## src/rtl/lp_pkg.sv

```systemverilog
// Shared types and constants for the lp first-order IIR lowpass.
// Provides the FSM state enum, datapath widths, the rounding bias and
// a width-parameterised signed saturation helper.
package lp_pkg;

    localparam int unsigned DATA_W = 24;
    localparam int unsigned COEF_W = 16;
    localparam int unsigned D_W    = DATA_W + 1;
    localparam int unsigned P_W    = DATA_W + COEF_W + 2;

    // Half an LSB of the output scale, added before the >>> COEF_W.
    localparam logic signed [P_W-1:0] ROUND_BIAS = P_W'(1) <<< (COEF_W - 1);

    typedef enum logic [2:0] {
        IDLE = 3'd0,
        SUB  = 3'd1,
        MUL  = 3'd2,
        ACC  = 3'd3,
        HOLD = 3'd4
    } state_t;

    // Clamp v to the range of a w-bit signed value (w <= 63).
    function automatic logic signed [63:0] sat(input logic signed [63:0] v,
                                               input int unsigned       w);
        logic signed [63:0] hi;
        logic signed [63:0] lo;
        hi = (64'sd1 <<< (w - 1)) - 64'sd1;
        lo = -(64'sd1 <<< (w - 1));
        if (v > hi)      sat = hi;
        else if (v < lo) sat = lo;
        else             sat = v;
    endfunction

endpackage

```

## src/rtl/lp_if.sv

```systemverilog
// Sample stream interface for lp.
// Input side:  i_valid/o_ready handshake carrying i_data, i_ch, i_coef.
// Output side: o_valid/i_ready handshake carrying o_data, o_ch.
// o_err flags a dropped sample with an illegal channel index.
// master = upstream/downstream environment, slave = the filter.
interface lp_if
    import lp_pkg::*;
#(
    parameter int unsigned CH_W = 1
);
    logic [COEF_W-1:0]        i_coef;
    logic                     i_valid;
    logic                     o_ready;
    logic signed [DATA_W-1:0] i_data;
    logic [CH_W-1:0]          i_ch;
    logic                     o_valid;
    logic                     i_ready;
    logic signed [DATA_W-1:0] o_data;
    logic [CH_W-1:0]          o_ch;
    logic                     o_err;

    modport master (
        output i_coef, i_valid, i_data, i_ch, i_ready,
        input  o_ready, o_valid, o_data, o_ch, o_err
    );

    modport slave (
        input  i_coef, i_valid, i_data, i_ch, i_ready,
        output o_ready, o_valid, o_data, o_ch, o_err
    );
endinterface

```

## src/rtl/lp_state_mem.sv

```systemverilog
// Per-channel filter state (previous output y[n-1]).
// Ports: i_clk, i_rst (sync, active-high, clears all entries),
//        we/ch/wdata write port, rdata_c combinational read of entry ch.
module lp_state_mem
    import lp_pkg::*;
#(
    parameter int unsigned N_CH = 2,
    parameter int unsigned CH_W = 1
) (
    input  logic                     i_clk,
    input  logic                     i_rst,
    input  logic                     we,
    input  logic [CH_W-1:0]          ch,
    input  logic signed [DATA_W-1:0] wdata,
    output logic signed [DATA_W-1:0] rdata_c
);

    logic signed [DATA_W-1:0] mem [N_CH];

    // Register file; reset wins over a concurrent write.
    always_ff @(posedge i_clk) begin
        if (i_rst) begin
            for (int i = 0; i < int'(N_CH); i++) begin
                mem[i] <= '0;
            end
        end else if (we) begin
            mem[ch] <= wdata;
        end
    end

    assign rdata_c = mem[ch];

endmodule

```

## src/rtl/lp.sv

```systemverilog
// Time-multiplexed first-order IIR lowpass: y = y_prev + a*(x - y_prev),
// a = i_coef / 2^COEF_W, one state per channel, one sample in flight.
// Ports: i_clk, i_rst (sync, active-high), bus (lp_if.slave):
//   input stream  i_valid/o_ready, i_data, i_ch, i_coef
//   output stream o_valid/i_ready, o_data, o_ch
//   o_err one-cycle pulse when a sample with i_ch >= N_CH is dropped.
module lp
    import lp_pkg::*;
#(
    parameter  int unsigned N_CH = 2,
    localparam int unsigned CH_W = (N_CH > 1) ? $clog2(N_CH) : 1
) (
    input logic i_clk,
    input logic i_rst,
    lp_if.slave bus
);

    state_t state_q;
    state_t state_d;

    logic signed [DATA_W-1:0] x_q;
    logic [COEF_W-1:0]        coef_q;
    logic [CH_W-1:0]          ch_q;
    logic signed [D_W-1:0]    d_q;
    logic signed [P_W-1:0]    p_q;

    logic signed [DATA_W-1:0] y_prev_c;
    logic signed [P_W-1:0]    p_rnd_c;
    logic signed [63:0]       y_wide_c;
    logic signed [DATA_W-1:0] y_sat_c;

    logic accept_c;
    logic illegal_c;
    logic load_c;
    logic mem_we_c;
    logic ready_d;
    logic valid_d;
    logic err_d;

    assign accept_c  = bus.i_valid && bus.o_ready;
    assign illegal_c = 32'(bus.i_ch) >= N_CH;

    lp_state_mem #(
        .N_CH (N_CH),
        .CH_W (CH_W)
    ) u_state_mem (
        .i_clk   (i_clk),
        .i_rst   (i_rst),
        .we      (mem_we_c),
        .ch      (ch_q),
        .wdata   (y_sat_c),
        .rdata_c (y_prev_c)
    );

    // State register.
    always_ff @(posedge i_clk) begin
        if (i_rst) state_q <= IDLE;
        else       state_q <= state_d;
    end

    // Next-state logic; illegal-channel samples leave the FSM in IDLE.
    always_comb begin
        state_d = state_q;
        case (state_q)
            IDLE:    if (accept_c && !illegal_c) state_d = SUB;
            SUB:     state_d = MUL;
            MUL:     state_d = ACC;
            ACC:     state_d = HOLD;
            HOLD:    if (bus.i_ready) state_d = IDLE;
            default: state_d = IDLE;
        endcase
    end

    // Output/control decode; ready and valid are registered decodes of the next state.
    always_comb begin
        ready_d  = (state_d == IDLE);
        valid_d  = (state_d == HOLD);
        err_d    = (state_q == IDLE) && accept_c && illegal_c;
        load_c   = (state_q == IDLE) && accept_c && !illegal_c;
        mem_we_c = (state_q == ACC);
    end

    // Round-half-up, arithmetic shift back to sample scale, accumulate, saturate.
    always_comb begin
        p_rnd_c  = p_q + ROUND_BIAS;
        y_wide_c = 64'(y_prev_c) + 64'(p_rnd_c >>> COEF_W);
        y_sat_c  = DATA_W'(sat(y_wide_c, DATA_W));
    end

    // Datapath and output registers.
    always_ff @(posedge i_clk) begin
        if (i_rst) begin
            bus.o_ready <= 1'b1;
            bus.o_valid <= 1'b0;
            bus.o_err   <= 1'b0;
            bus.o_data  <= '0;
            bus.o_ch    <= '0;
            x_q         <= '0;
            coef_q      <= '0;
            ch_q        <= '0;
            d_q         <= '0;
            p_q         <= '0;
        end else begin
            bus.o_ready <= ready_d;
            bus.o_valid <= valid_d;
            bus.o_err   <= err_d;
            if (load_c) begin
                x_q    <= bus.i_data;
                coef_q <= bus.i_coef;
                ch_q   <= bus.i_ch;
            end
            if (state_q == SUB) begin
                d_q <= D_W'(x_q) - D_W'(y_prev_c);
            end
            if (state_q == MUL) begin
                // Coefficient is unsigned: zero-extend before the signed multiply.
                p_q <= P_W'(d_q) * P_W'($signed({1'b0, coef_q}));
            end
            if (state_q == ACC) begin
                bus.o_data <= y_sat_c;
                bus.o_ch   <= ch_q;
            end
        end
    end

endmodule
```

## src/flat_wrapper.sv

```systemverilog
// flat-port wrapper written by rule: the top's interface ports become plain ports
module lp_flat import lp_pkg::*;
#(
    parameter  int unsigned N_CH = 2,
    localparam int unsigned CH_W = (N_CH > 1) ? $clog2(N_CH) : 1
)
  (i_clk, i_rst, bus_i_coef, bus_i_valid, bus_i_data, bus_i_ch, bus_i_ready, bus_o_ready, bus_o_valid, bus_o_data, bus_o_ch, bus_o_err);
  lp_if bus_i ();
  input logic i_clk;
  input logic i_rst;
  input wire logic [$bits(bus_i.i_coef)-1:0] bus_i_coef;
  input wire logic [$bits(bus_i.i_valid)-1:0] bus_i_valid;
  input wire logic [$bits(bus_i.i_data)-1:0] bus_i_data;
  input wire logic [$bits(bus_i.i_ch)-1:0] bus_i_ch;
  input wire logic [$bits(bus_i.i_ready)-1:0] bus_i_ready;
  output wire logic [$bits(bus_i.o_ready)-1:0] bus_o_ready;
  output wire logic [$bits(bus_i.o_valid)-1:0] bus_o_valid;
  output wire logic [$bits(bus_i.o_data)-1:0] bus_o_data;
  output wire logic [$bits(bus_i.o_ch)-1:0] bus_o_ch;
  output wire logic [$bits(bus_i.o_err)-1:0] bus_o_err;
  assign bus_i.i_coef = bus_i_coef;
  assign bus_i.i_valid = bus_i_valid;
  assign bus_i.i_data = bus_i_data;
  assign bus_i.i_ch = bus_i_ch;
  assign bus_i.i_ready = bus_i_ready;
  assign bus_o_ready = bus_i.o_ready;
  assign bus_o_valid = bus_i.o_valid;
  assign bus_o_data = bus_i.o_data;
  assign bus_o_ch = bus_i.o_ch;
  assign bus_o_err = bus_i.o_err;
  lp #(.N_CH(N_CH)) u_core (.i_clk(i_clk), .i_rst(i_rst), .bus(bus_i));
endmodule
```

## config.mk

```make
export PLATFORM = sky130hd
export DESIGN_NAME = lp_flat
export DESIGN_NICKNAME = d
export VERILOG_FILES = /design/src/rtl/lp_pkg.sv /design/src/rtl/lp_if.sv /design/src/rtl/lp_state_mem.sv /design/src/rtl/lp.sv /design/src/flat_wrapper.sv
export SDC_FILE = /design/constraint.sdc
export NUM_CORES = 1
export LEC_CHECK = 0
export ABC_AREA = 1
export BUFFER_PORTS_ARGS = -buffer_cell sky130_fd_sc_hd__buf_4
export CAP_MARGIN = 20
export CORE_MARGIN = 2
export CORE_UTILIZATION = 40
export CTS_CLUSTER_DIAMETER = 200
export DETAILED_ROUTE_END_ITERATION = 10
export PLACE_DENSITY = 0.55
export REMOVE_ABC_BUFFERS = 1
export SETUP_SLACK_MARGIN = 0.1
export SLEW_MARGIN = 0
export SYNTH_ARGS = -nofsm -noshare
export SYNTH_HDL_FRONTEND = slang
export SYNTH_HIERARCHICAL = 1
export SYNTH_SLANG_ARGS = --single-unit
```

## constraint.sdc

```tcl
create_clock -name i_clk -period 5.9 [get_ports i_clk]
set_input_delay 0.885 -clock i_clk [delete_from_list [all_inputs] [get_ports i_clk]]
set_output_delay 0.885 -clock i_clk [all_outputs]
set_load 0.005 [all_outputs]
```

==> metrics.md <==
| Metric | Value |
|---|---|
| Via count | `21,800` |
| Crit start category | `flop` |
| Yosys top cell by area | `fa_1` |
| Initial antenna violation count | `1` |
| Drt pass-1 iters | `5` |
| Simple-gate area share of the yosys netlist | `0.227` |
| Seq cells post-synth | `171` |
| WS Path Type | `reg2reg` |
| Outcome | `completed` |
| Final HPWL DP | `60,800 um` |
| Die X | `259 um` |
| DRC | `0` |
| ANT cells | `0` |
| Routed vias/inst | `4.83` |
| Final antenna-violating net count | `0` |
| Clock Skew | `10.7 ps` |
| # port buffers | `71` |
| CTS clk-pin slew, worst paths | `70 ps` |
| Nets | `4,244` |
| Crit Path Max Fanout | `6` |
| Tightest Hold Check Type | `reg2reg` |
| CP endpoint kind | `flop` |
| Max Fclk | `178 MHz` |
| Final worst-path cycle share | `0.954` |
| Chip height | `259 um` |
| Skew-Pair Late Insertion Delay | `460 ps` |
| Core area | `64,300 um^2` |
| Rows | `93` |
| Clk buf depth | `2` |
| Number of synthesized flops with an enable pin | `48` |
| Fin. Hold Viols | `0` |
| Largest family of logic cells by synthesized area | `adder cells` |
| Vias in the first global route | `22,100` |
| Placed cell area | `28,300 um^2` |
| Initial Utilization | `0.405` |
| 1st-iter DRT viols | `1,268` |
| Slew @ Worst Pin | `922 ps` |
| Yosys top cell area share | `0.301` |
| CTS Root Cell | `clkbuf_16` |
| Max rail drop VDD | `0.223 mV` |
| Wire per inst | `17.1 um` |
| CP required | `6260 ps` |
| Share of cells above drive strength 1 | `0.149` |
| Worst Path Arrival | `5990 ps` |
| Synthesized area per cell | `7.33 um^2` |
| Synthesized area | `26,000 um^2` |
| Synth Instances | `3,553` |
| Most common cell in the netlist | `inv_1` |
| Pin count of the biggest net entering global routing | `50` |
| Post-synthesis mux area share | `0` |
| Num CTS Buffers | `17` |
| Post-synthesis async set-or-reset flop share | `0` |
| Register area share after synthesis | `0.150` |
| Unrepaired setup endpoints after global routing | `true` |
| Area delta synth->final | `16.4%` |
| Die area | `67,100 um^2` |
| Compound-Gate Fraction of Synth Area | `0.0695` |
| Routability cong. | `0.939` |
| Slew headroom | `0.385` |
| Max_cap viols | `0` |
| Warnings from Yosys | `6` |
| Sink Count | `171` |
| Max H-tree Level | `4` |
| Synth cell types | `49` |
| Synth area leaders | `fa_1 30%, inv_1 13%, nand2_1 12%` |
| Post-Synth XOR/XNOR Area | `0.0215` |
| # fillers | `6,527` |
| Dominant synthesized flop cell | `dfxtp_1` |
| Adder-Cell Fraction of Synth Area | `0.374` |
| Design area | `30,300 um^2` |
| LEAKAGE | `0.0165 uW` |
| Register area | `3960 um^2` |
| Post-synth top cells | `916 x inv_1, 860 x nand2_1, 391 x fa_1` |
| Multi-input logic area | `18,800 um^2` |
| Final setup fails | `0` |
| Final wirelength | `77,400 um` |
| GRT Resource Usage Total | `0.226` |
| CTS tree | `done` |
| I/O pin count | `73` |
| Global-route wire length before repair | `119,000 um` |
| Minimum clock period | `5630 ps` |
| Setup_tns | `0 ps` |
| Gr ovfl total | `0` |
| Pins Over Slew Limit | `0` |
| PwrDens | `314 nW/um^2` |
stage by stage:
stage | util | std cells | hold slack [ps] | setup WS [ps] | power (uW)
detailed placement | 0.440 | 4457 | 457 | -10.8 | 7390
global route | 0.471 | 4524 | 508 | 52.4 | 10400
finish | 0.471 | 4524 | 460 | 272 | 9530
CTS | 0.450 | 4489 | 465 | 81.7 | 8720
floorplan | - | 3406 | 438 | -44.5 | 5250
global placement | 0.439 | 4456 | 454 | 0.528 | 7420
worst paths after layout:
kind / cells after the start / start / to / slack [ps]
max reg2reg: 24 / u_core/coef_q[12] / u_core/p_q[33] / 270
max: 24 / u_core/coef_q[12] / u_core/p_q[33] / 270
min: 2 / u_core/x_q[0] / u_core/x_q[0] / 460
min reg2reg: 2 / u_core/x_q[0] / u_core/x_q[0] / 460
critical path, cell delays in order (launching register included):
cell	delay, ps
dfxtp_4	360
buf_12	140
clkbuf_16	170
nand2_1	70
inv_1	50
fa_1	490
inv_1	50
fa_1	550
inv_1	60
fa_1	500
fa_2	460
fa_1	520
fa_2	490
ha_4	320
nand2_1	100
nor2_1	110
inv_1	110
o21bai_1	190
a21o_1	200
buf_4	130
nand3_1	70
nand3_1	80
nand3_1	150
nand2_1	100
inv_1	40
sequential cells by signal, summed over array words and instances (netlist names):
name and cells:
u_core/x_q 24, u_core/p_q 27, u_core/bus.o_ready 1, u_core/bus.o_valid 1
u_core/d_q 25, u_core/state_q 3, u_core/bus.o_ch 1, u_core/coef_q 16
u_core/bus.o_data 24, u_core/u_state_mem/mem 48, u_core/ch_q 1
kinds of logic (layout without fill, tap and decap cells):
| logic type | count (synthesis) | after routing |
|---|---|---|
| simple gates | 1382 | 1382 |
| flops | 171 | 171 |
| other cells | 1 | 1 |
| fa+ha+maj | 543 | 543 |
| xor+xnor | 64 | 64 |
| compound gates | 323 | 323 |
| buf+inv | 1069 | 1185 |
repair_timing:
item                                    4_1_cts  5_1_grt
endpoints found under the hold margin         0        0
buffers inserted                              0       23
hold buffers                                  0        0
resized for setup                            25      227
endpoints found under the setup margin       13       25
gates cloned                                  0       11
pin swaps                                     3       83
placed cells by master (no fill, tap or decap), types with 32 or more instances in the layout:
cell,synthesis,routed
xor2_1,50,49
dfxtp_1,123,96
fa_1,391,373
edfxtp_1,48,48
a21oi_1,129,113
o21ai_0,116,91
nand2_2,11,37
inv_1,916,907
nand3_1,82,79
nor2_1,286,257
buf_4,2,179
buf_12,2,32
nor2_2,28,48
nand2_1,860,830
ha_1,152,129
final cells by class:
class | count | area share
multi-input cells | 2313 | 0.620
flip-flops and latches | 171 | 0.131
inverters | 922 | 0.114
repair buffers | 231 | 0.0791
well taps | 855 | 0.0353
clock buffers | 21 | 0.0170
clock inverters | 11 | 0.00343
power by group:
group	total, uW	switching [uW]	internal, uW
combinational	6730	4180	2550
clock	1210	563	645
sequential	1590	191	1400
total	9530	4930	4590
layer usage:
metal | vias up | track usage | share of wire | wire length, um
met3 | 83 | 0.0259 | 0.032 | 2500
met5 | - | 0 | 0 | 0
li1 | 10700 | - | - | -
met1 | 10700 | 0.310 | 0.46 | 35300
met4 | 0 | 0.0487 | 0.022 | 1670
met2 | 399 | 0.385 | 0.49 | 37900
Note: power is estimated with default switching activity, not from simulation.
